[src/rtl/conv_scheduler.sv]
// Convolution sequencer: streams every filter coefficient index once, then sweeps the filter
// centre over all valid positions and issues the pixel coordinates of each window.
module conv_scheduler (
  input  logic        clk_i,
  input  logic        rst_i,
  input  logic        start_i,
  input  logic [7:0]  img_w_i,
  input  logic [7:0]  img_h_i,
  input  logic [7:0]  img_d_i,
  input  logic [2:0]  filter_dim_i,
  input  logic        filter_blocked_i,
  input  logic        issue_blocked_i,
  output logic        filter_valid_o,
  output logic [12:0] filter_issue_counter_o,
  output logic        issue_valid_o,
  output logic [7:0]  issue_x_o,
  output logic [7:0]  issue_y_o,
  output logic [7:0]  issue_z_o,
  output logic [7:0]  center_x_o,
  output logic [7:0]  center_y_o,
  output logic        busy_o,
  output logic        done_o,
  output logic        error_o
);

  typedef enum logic [1:0] {StIdle, StFilter, StScan, StDone} state_e;

  state_e      state_q, state_d;
  logic [2:0]  dim_q, dim_d;
  logic [7:0]  w_q, w_d, h_q, h_d, d_q, d_d;
  logic [12:0] n_q, n_d, cnt_q, cnt_d;
  logic [7:0]  cx_q, cx_d, cy_q, cy_d, z_q, z_d;
  logic [2:0]  i_q, i_d, j_q, j_d;
  logic        err_q, err_d;

  logic        cfg_ok;
  logic [5:0]  dim_sq;
  logic [13:0] n_full;
  logic [7:0]  r8, cx_last, cy_last;
  logic        i_last, j_last, z_last;

  assign cfg_ok = filter_dim_i[0] && (img_d_i != 8'd0) && (img_d_i <= 8'd128) &&
                  (img_w_i >= {5'd0, filter_dim_i}) && (img_h_i >= {5'd0, filter_dim_i});
  assign dim_sq = {3'd0, filter_dim_i} * {3'd0, filter_dim_i};
  assign n_full = {8'd0, dim_sq} * {6'd0, img_d_i};

  assign r8      = {6'd0, dim_q[2:1]};
  assign cx_last = w_q - r8 - 8'd1;
  assign cy_last = h_q - r8 - 8'd1;
  assign i_last  = (i_q == dim_q - 3'd1);
  assign j_last  = (j_q == dim_q - 3'd1);
  assign z_last  = (z_q == d_q - 8'd1);

  always_comb begin
    state_d = state_q;
    dim_d   = dim_q;
    w_d     = w_q;
    h_d     = h_q;
    d_d     = d_q;
    n_d     = n_q;
    cnt_d   = cnt_q;
    cx_d    = cx_q;
    cy_d    = cy_q;
    z_d     = z_q;
    i_d     = i_q;
    j_d     = j_q;
    err_d   = err_q;
    unique case (state_q)
      StIdle: begin
        if (start_i) begin
          err_d = !cfg_ok;
          if (cfg_ok) begin
            dim_d   = filter_dim_i;
            w_d     = img_w_i;
            h_d     = img_h_i;
            d_d     = img_d_i;
            n_d     = n_full[12:0];
            cnt_d   = 13'd0;
            cx_d    = 8'd0;
            cy_d    = 8'd0;
            state_d = StFilter;
          end else begin
            state_d = StDone;
          end
        end
      end
      StFilter: begin
        if (!filter_blocked_i) begin
          if (cnt_q == n_q - 13'd1) begin
            cnt_d   = 13'd0;
            cx_d    = r8;
            cy_d    = r8;
            i_d     = 3'd0;
            j_d     = 3'd0;
            z_d     = 8'd0;
            state_d = StScan;
          end else begin
            cnt_d = cnt_q + 13'd1;
          end
        end
      end
      StScan: begin
        if (!issue_blocked_i) begin
          i_d = i_q + 3'd1;
          if (i_last) begin
            i_d = 3'd0;
            j_d = j_q + 3'd1;
            if (j_last) begin
              j_d = 3'd0;
              z_d = z_q + 8'd1;
              if (z_last) begin
                // Window complete: step to the next centre with no bubble cycle.
                z_d = 8'd0;
                if (cx_q == cx_last) begin
                  cx_d = r8;
                  if (cy_q == cy_last) state_d = StDone;
                  else                 cy_d    = cy_q + 8'd1;
                end else begin
                  cx_d = cx_q + 8'd1;
                end
              end
            end
          end
        end
      end
      StDone:  state_d = StIdle;
      default: state_d = StIdle;
    endcase
  end

  always_ff @(posedge clk_i or posedge rst_i) begin
    if (rst_i) begin
      state_q <= StIdle;
      dim_q   <= 3'd0;
      w_q     <= 8'd0;
      h_q     <= 8'd0;
      d_q     <= 8'd0;
      n_q     <= 13'd0;
      cnt_q   <= 13'd0;
      cx_q    <= 8'd0;
      cy_q    <= 8'd0;
      z_q     <= 8'd0;
      i_q     <= 3'd0;
      j_q     <= 3'd0;
      err_q   <= 1'b0;
    end else begin
      state_q <= state_d;
      dim_q   <= dim_d;
      w_q     <= w_d;
      h_q     <= h_d;
      d_q     <= d_d;
      n_q     <= n_d;
      cnt_q   <= cnt_d;
      cx_q    <= cx_d;
      cy_q    <= cy_d;
      z_q     <= z_d;
      i_q     <= i_d;
      j_q     <= j_d;
      err_q   <= err_d;
    end
  end

  always_comb begin
    filter_valid_o         = (state_q == StFilter);
    filter_issue_counter_o = cnt_q;
    issue_valid_o          = (state_q == StScan);
    issue_x_o              = 8'd0;
    issue_y_o              = 8'd0;
    issue_z_o              = 8'd0;
    // Coordinates are forced to zero outside SCAN so no stale window value leaks out.
    if (issue_valid_o) begin
      issue_x_o = cx_q - r8 + {5'd0, i_q};
      issue_y_o = cy_q - r8 + {5'd0, j_q};
      issue_z_o = z_q;
    end
    center_x_o = cx_q;
    center_y_o = cy_q;
    busy_o     = (state_q == StFilter) || (state_q == StScan);
    done_o     = (state_q == StDone);
    error_o    = err_q;
  end

endmodule

[config.mk]
export PLATFORM = sky130hd
export DESIGN_NAME = conv_scheduler
export DESIGN_NICKNAME = d
export VERILOG_FILES = /design/src/rtl/conv_scheduler.sv
export SDC_FILE = /design/constraint.sdc
export NUM_CORES = 1
export LEC_CHECK = 0
export CORE_MARGIN = 1
export CORE_UTILIZATION = 52
export DETAILED_ROUTE_END_ITERATION = 10
export MAX_ROUTING_LAYER = met4
export PLACE_DENSITY_LB_ADDON = 0.3
export SLEW_MARGIN = 20
export SYNTH_ARGS = -nofsm -noshare
export SYNTH_HDL_FRONTEND = slang
export SYNTH_SLANG_ARGS = --single-unit
[constraint.sdc]
create_clock -name clk_i -period 3.2 [get_ports clk_i]
set_clock_uncertainty 0.05 [all_clocks]
set_input_delay 0.64 -clock clk_i [delete_from_list [all_inputs] [get_ports clk_i]]
set_output_delay 0.64 -clock clk_i [all_outputs]
set_load 0.01 [all_outputs]
==> flow_metrics.py <==
metrics = {
    "timing": {
        "layout_min_cycle_time_ns": 4.12,
        "fmaxAchievable_mhz": 243,
        "slew-limit-headroom": 0.547,
        "setup_slack_ns": -0.919,
        "worst_max_slew_pin_slew_ns": 0.680,
        "timing.final.crit_share": 1.29,
        "hold_viol": 0,
        "finalHoldWorstSlack_ns": 0.470,
        "setup_tns_ns": -7.18,
        "setup_repair_after_global_routing_missed_its_margin": "yes",
        "final-setup-viol-count": 19,
        "number_of_pins_exceeding_their_max_slew_limit_in_the_final_report": 0,
    },
    "pwr": {
        "clock_power_share": 0.137,
        "total_switching_power_mw": 4.27,
        "power_density_mw_per_mm2": 939,
        "internal_power_mw": 5.69,
        "power.sequential.fraction": 0.190,
        "combinational_fraction_of_design_power": 0.673,
        "p_leak_nw": 4.92,
        "vdd_ir_drop_max_v": 0.000440,
        "sw_frac_of_total": 0.429,
        "post-layout-total-power_mw": 9.96,
    },
    "placement": {
        "dp_hpwl_um": 14900,
        "io_buffers": 89,
        "detailedPlace.worstSlack_ns": -1.74,
        "place.detailed.instances": 1206,
        "place_congestion": 0.871,
    },
    "synth": {
        "post_synth_and_or_nand_nor_area_fraction": 0.193,
        "synth-async-reset-ratio": 1.00,
        "yosys.cell_types.count": 69,
        "synth.avg_cell_area_sq_um": 8.96,
        "synth_edf_count": 0,
        "seq_area_frac_synth": 0.281,
        "post_synth_mux_area_share": 0.0497,
        "ys.flop_type": "sky130_fd_sc_hd__dfrtp_1",
        "syn_inst": 853,
        "yosys.area_share.xor_xnor": 0.0928,
        "netlist_area_sq_mm": 0.00765,
        "post_syn_nets": 981,
        "combinational_family_with_the_most_area_after_synthesis": "simple AND/OR/NAND/NOR gates",
        "synth_compound_area_frac": 0.141,
        "synth-adder-area-share": 0.180,
        "yosysWarningCount": 0,
        "synth_seq_cells": 86,
    },
    "hold_path": {
        "hp-class": "register to register",
        "hold_depth": 1,
        "hold-path-endpoint": "w_q[0]$_DFFE_PP0P_",
        "hold_path.startpoint": "w_q[0]$_DFFE_PP0P_",
    },
    "floorplan": {
        "fp-row-count": 43,
        "chipWidth_um": 123,
        "coreArea_sq_mm": 0.0141,
        "dieArea_sq_mm": 0.0152,
        "io_pins": 90,
        "die_h_um": 123,
        "initial_core_util": 0.542,
    },
    "detailed_routing": {
        "via_per_inst": 5.83,
        "wl_met2_um": 10900,
        "route.met3.wl_um": 1160,
        "metal_1_wl_um": 8790,
        "antenna_left": 0,
        "route.final.wire_length_um": 21700,
        "remaining_drc_errors": 0,
        "drtIter0Drc": 466,
        "wire_per_inst_um": 17.5,
        "routed-via-count": 7243,
        "highest_layer": "met4",
        "drt_pass1_iterations": 7,
    },
    "cts": {
        "clkTransAtPathRegs_ns": 0.06,
        "tritoncts": "built",
        "ctsHoldBuffers": 0,
        "clock_latency_ns": 0.35,
        "clockBufferDepth": 2,
        "h_tree_level_count": 3,
        "clk_root_buffer_cell": "sky130_fd_sc_hd__clkbuf_16",
        "tritoncts.num_buffers": 9,
        "numClockSinks": 86,
    },
    "worst_setup_path": {
        "startpoint_type": "input port",
        "worstPathMaxFanout": 4,
        "reg2reg_to": "center_y_o[4]$_DFFE_PP0P_",
        "critical_path_arrival_ns": 4.30,
        "setup.reg_to_reg.worst_slack_ns": -0.06,
        "setup.worst_path.end_class": "register",
        "worst_path_required_time_ns": 3.38,
        "critPathKind": "input port to register",
        "rr_startpoint": "dim_q[2]$_DFFE_PP0P_",
        "worstRegToRegCells": 14,
    },
    "grt": {
        "grt.total_usage": 0.296,
        "grt_first_pass_wirelength_um": 33600,
        "antenna_found_initial": 0,
        "number_of_global_route_vias_before_repair": 6975,
        "grt_max_degree": 87,
        "globalRoute.totalOverflow": 0,
    },
    "flow_run": {
        "number_of_max_cap_violations": 0,
    },
    "cells_and_area": {
        "layout.cells.non_filler": 1243,
        "areaGrowthSynthToFinish_pct": 38.7,
        "final_common_cell": "sky130_fd_sc_hd__buf_4",
        "layout_common_cells": "sky130_fd_sc_hd__buf_4, sky130_fd_sc_hd__inv_1, sky130_fd_sc_hd__dfrtp_1, sky130_fd_sc_hd__clkdlybuf4s50_1, sky130_fd_sc_hd__ha_1",
        "finish.net_count": 1187,
        "diodes": 0,
        "post_route_cells_drive_above_1_share": 0.273,
    },
    "outcome": {
        "violated_checks": "setup timing",
        "outcome": "finished with violations",
    },
}
[registers in the layout (all words and copies together), names as in the netlist]
signal / flops
i_q: 3
filter_issue_counter_o: 13
z_q: 8
n_q: 13
state_q: 2
d_q: 8
w_q: 8
dim_q: 3
j_q: 3
h_q: 8
error_o: 1
center_x_o: 8
center_y_o: 8
[power by group through the flow]
| stage | logic [mW] | registers, mW | clock network, mW |
|---|---|---|---|
| global route | 7.31 | 1.94 | 1.41 |
| CTS | 6.15 | 1.86 | 1.36 |
| finish | 6.70 | 1.89 | 1.36 |
| floorplan | 3.51 | 1.85 | 0 |
| detailed placement | 5.66 | 1.88 | 0 |
| global placement | 5.51 | 1.85 | 0 |
[synthesized netlist by cell type, types with 3 or more instances]
master	n	area [sq um]
sky130_fd_sc_hd__inv_1	98	368
sky130_fd_sc_hd__dfrtp_1	86	2150
sky130_fd_sc_hd__ha_1	73	913
sky130_fd_sc_hd__nor2_1	59	221
sky130_fd_sc_hd__xnor2_1	55	482
sky130_fd_sc_hd__nand2_1	42	158
sky130_fd_sc_hd__a21oi_1	36	180
sky130_fd_sc_hd__and2_1	32	200
sky130_fd_sc_hd__mux2_2	30	338
sky130_fd_sc_hd__xor2_1	26	228
sky130_fd_sc_hd__o21ai_0	24	120
sky130_fd_sc_hd__fa_1	23	460
sky130_fd_sc_hd__nor3_1	23	115
sky130_fd_sc_hd__o21ai_1	23	115
sky130_fd_sc_hd__and3_1	20	125
sky130_fd_sc_hd__clkbuf_1	18	67.6
sky130_fd_sc_hd__nand3_1	18	90.1
sky130_fd_sc_hd__o21bai_1	14	105
sky130_fd_sc_hd__nor2b_1	12	75.1
sky130_fd_sc_hd__nor4_1	11	68.8
sky130_fd_sc_hd__a21o_1	10	75.1
sky130_fd_sc_hd__nand2b_1	8	50.1
sky130_fd_sc_hd__o31ai_1	8	60.1
sky130_fd_sc_hd__or4_1	8	60.1
sky130_fd_sc_hd__nand4_1	7	43.8
sky130_fd_sc_hd__nor4b_1	6	52.6
sky130_fd_sc_hd__o211ai_1	6	45.0
sky130_fd_sc_hd__a31oi_1	5	31.3
sky130_fd_sc_hd__or3_1	5	31.3
sky130_fd_sc_hd__a211oi_1	4	30.0
sky130_fd_sc_hd__nor3b_1	4	30.0
sky130_fd_sc_hd__o211a_1	4	40.0
sky130_fd_sc_hd__buf_1	3	11.3
sky130_fd_sc_hd__o21a_1	3	22.5
[worst max-delay path, stage by stage]
cell and delay, ns:
sky130_fd_sc_hd__buf_6 0.09, sky130_fd_sc_hd__and2_4 0.15, sky130_fd_sc_hd__ha_4 0.17, sky130_fd_sc_hd__xnor2_4 0.14
sky130_fd_sc_hd__nand2b_4 0.15, sky130_fd_sc_hd__fa_1 0.55, sky130_fd_sc_hd__fa_1 0.44, sky130_fd_sc_hd__fa_1 0.51
sky130_fd_sc_hd__inv_2 0.06, sky130_fd_sc_hd__fa_2 0.35, sky130_fd_sc_hd__a21o_1 0.17, sky130_fd_sc_hd__a21oi_2 0.14
sky130_fd_sc_hd__o21bai_1 0.10, sky130_fd_sc_hd__a21oi_2 0.18, sky130_fd_sc_hd__o21bai_1 0.08, sky130_fd_sc_hd__a21oi_1 0.16
sky130_fd_sc_hd__xnor2_1 0.13, sky130_fd_sc_hd__a21oi_1 0.08
[timing repair]
item	in CTS	in global routing
gates cloned	0	0
setup buffers	19	13
resized for setup	119	56
setup endpoints to repair	54	65
pin swaps	42	36
[worst max path at each step]
stage / from / to / slack [ns] / depth (start not counted)
after detailed placement: filter_dim_i[0] / n_q[11]$_DFFE_PP0P_ / -1.74 / 18
after global routing: filter_dim_i[1] / n_q[12]$_DFFE_PP0P_ / -1.08 / 18
after global placement: filter_dim_i[0] / n_q[11]$_DFFE_PP0P_ / -1.62 / 18
after CTS: filter_dim_i[2] / n_q[11]$_DFFE_PP0P_ / -0.98 / 18
after floorplan: filter_dim_i[1] / n_q[12]$_DFFE_PP0P_ / -1.13 / 18
final: filter_dim_i[2] / n_q[12]$_DFFE_PP0P_ / -0.92 / 18
[metal layers]
layer,track usage,up-vias
met3,0.0337,86
met4,0.152,0
met2,0.488,285
met5,-,-
li1,-,3371
met1,0.358,3501
[layout make-up]
cell class                 instances  area, sq um
clock buffer                       9          225
sequential                        86         2150
inverter                          99          379
timing repair buffer             219         1930
tap                              180          225
fill                             945         3490
clock inverter                     6          159
multi-input combinational        644         5540
[logic make-up (layout without fill, tap and decap cells)]
| logic type | after synthesis | after routing |
|---|---|---|
| xor gates and xnor gates | 81 | 81 |
| muxes | 34 | 34 |
| AOI/OAI and AO/OA | 163 | 163 |
| buffers and inverters | 123 | 333 |
| adders and majority gates | 96 | 96 |
| DFF | 86 | 86 |
| and+or+nand+nor | 270 | 270 |
[per-stage QoR]
| step | utilization | cell area (sq um) |
|---|---|---|
| 2_1_floorplan | - | 7770 |
| 5_1_grt | 0.752 | 10600 |
| 3_3_place_gp | 0.683 | 9630 |
| 4_1_cts | 0.731 | 10300 |
| 3_5_place_dp | 0.683 | 9630 |
| 6_report | 0.752 | 10600 |
(Power assumes the default switching activity.)
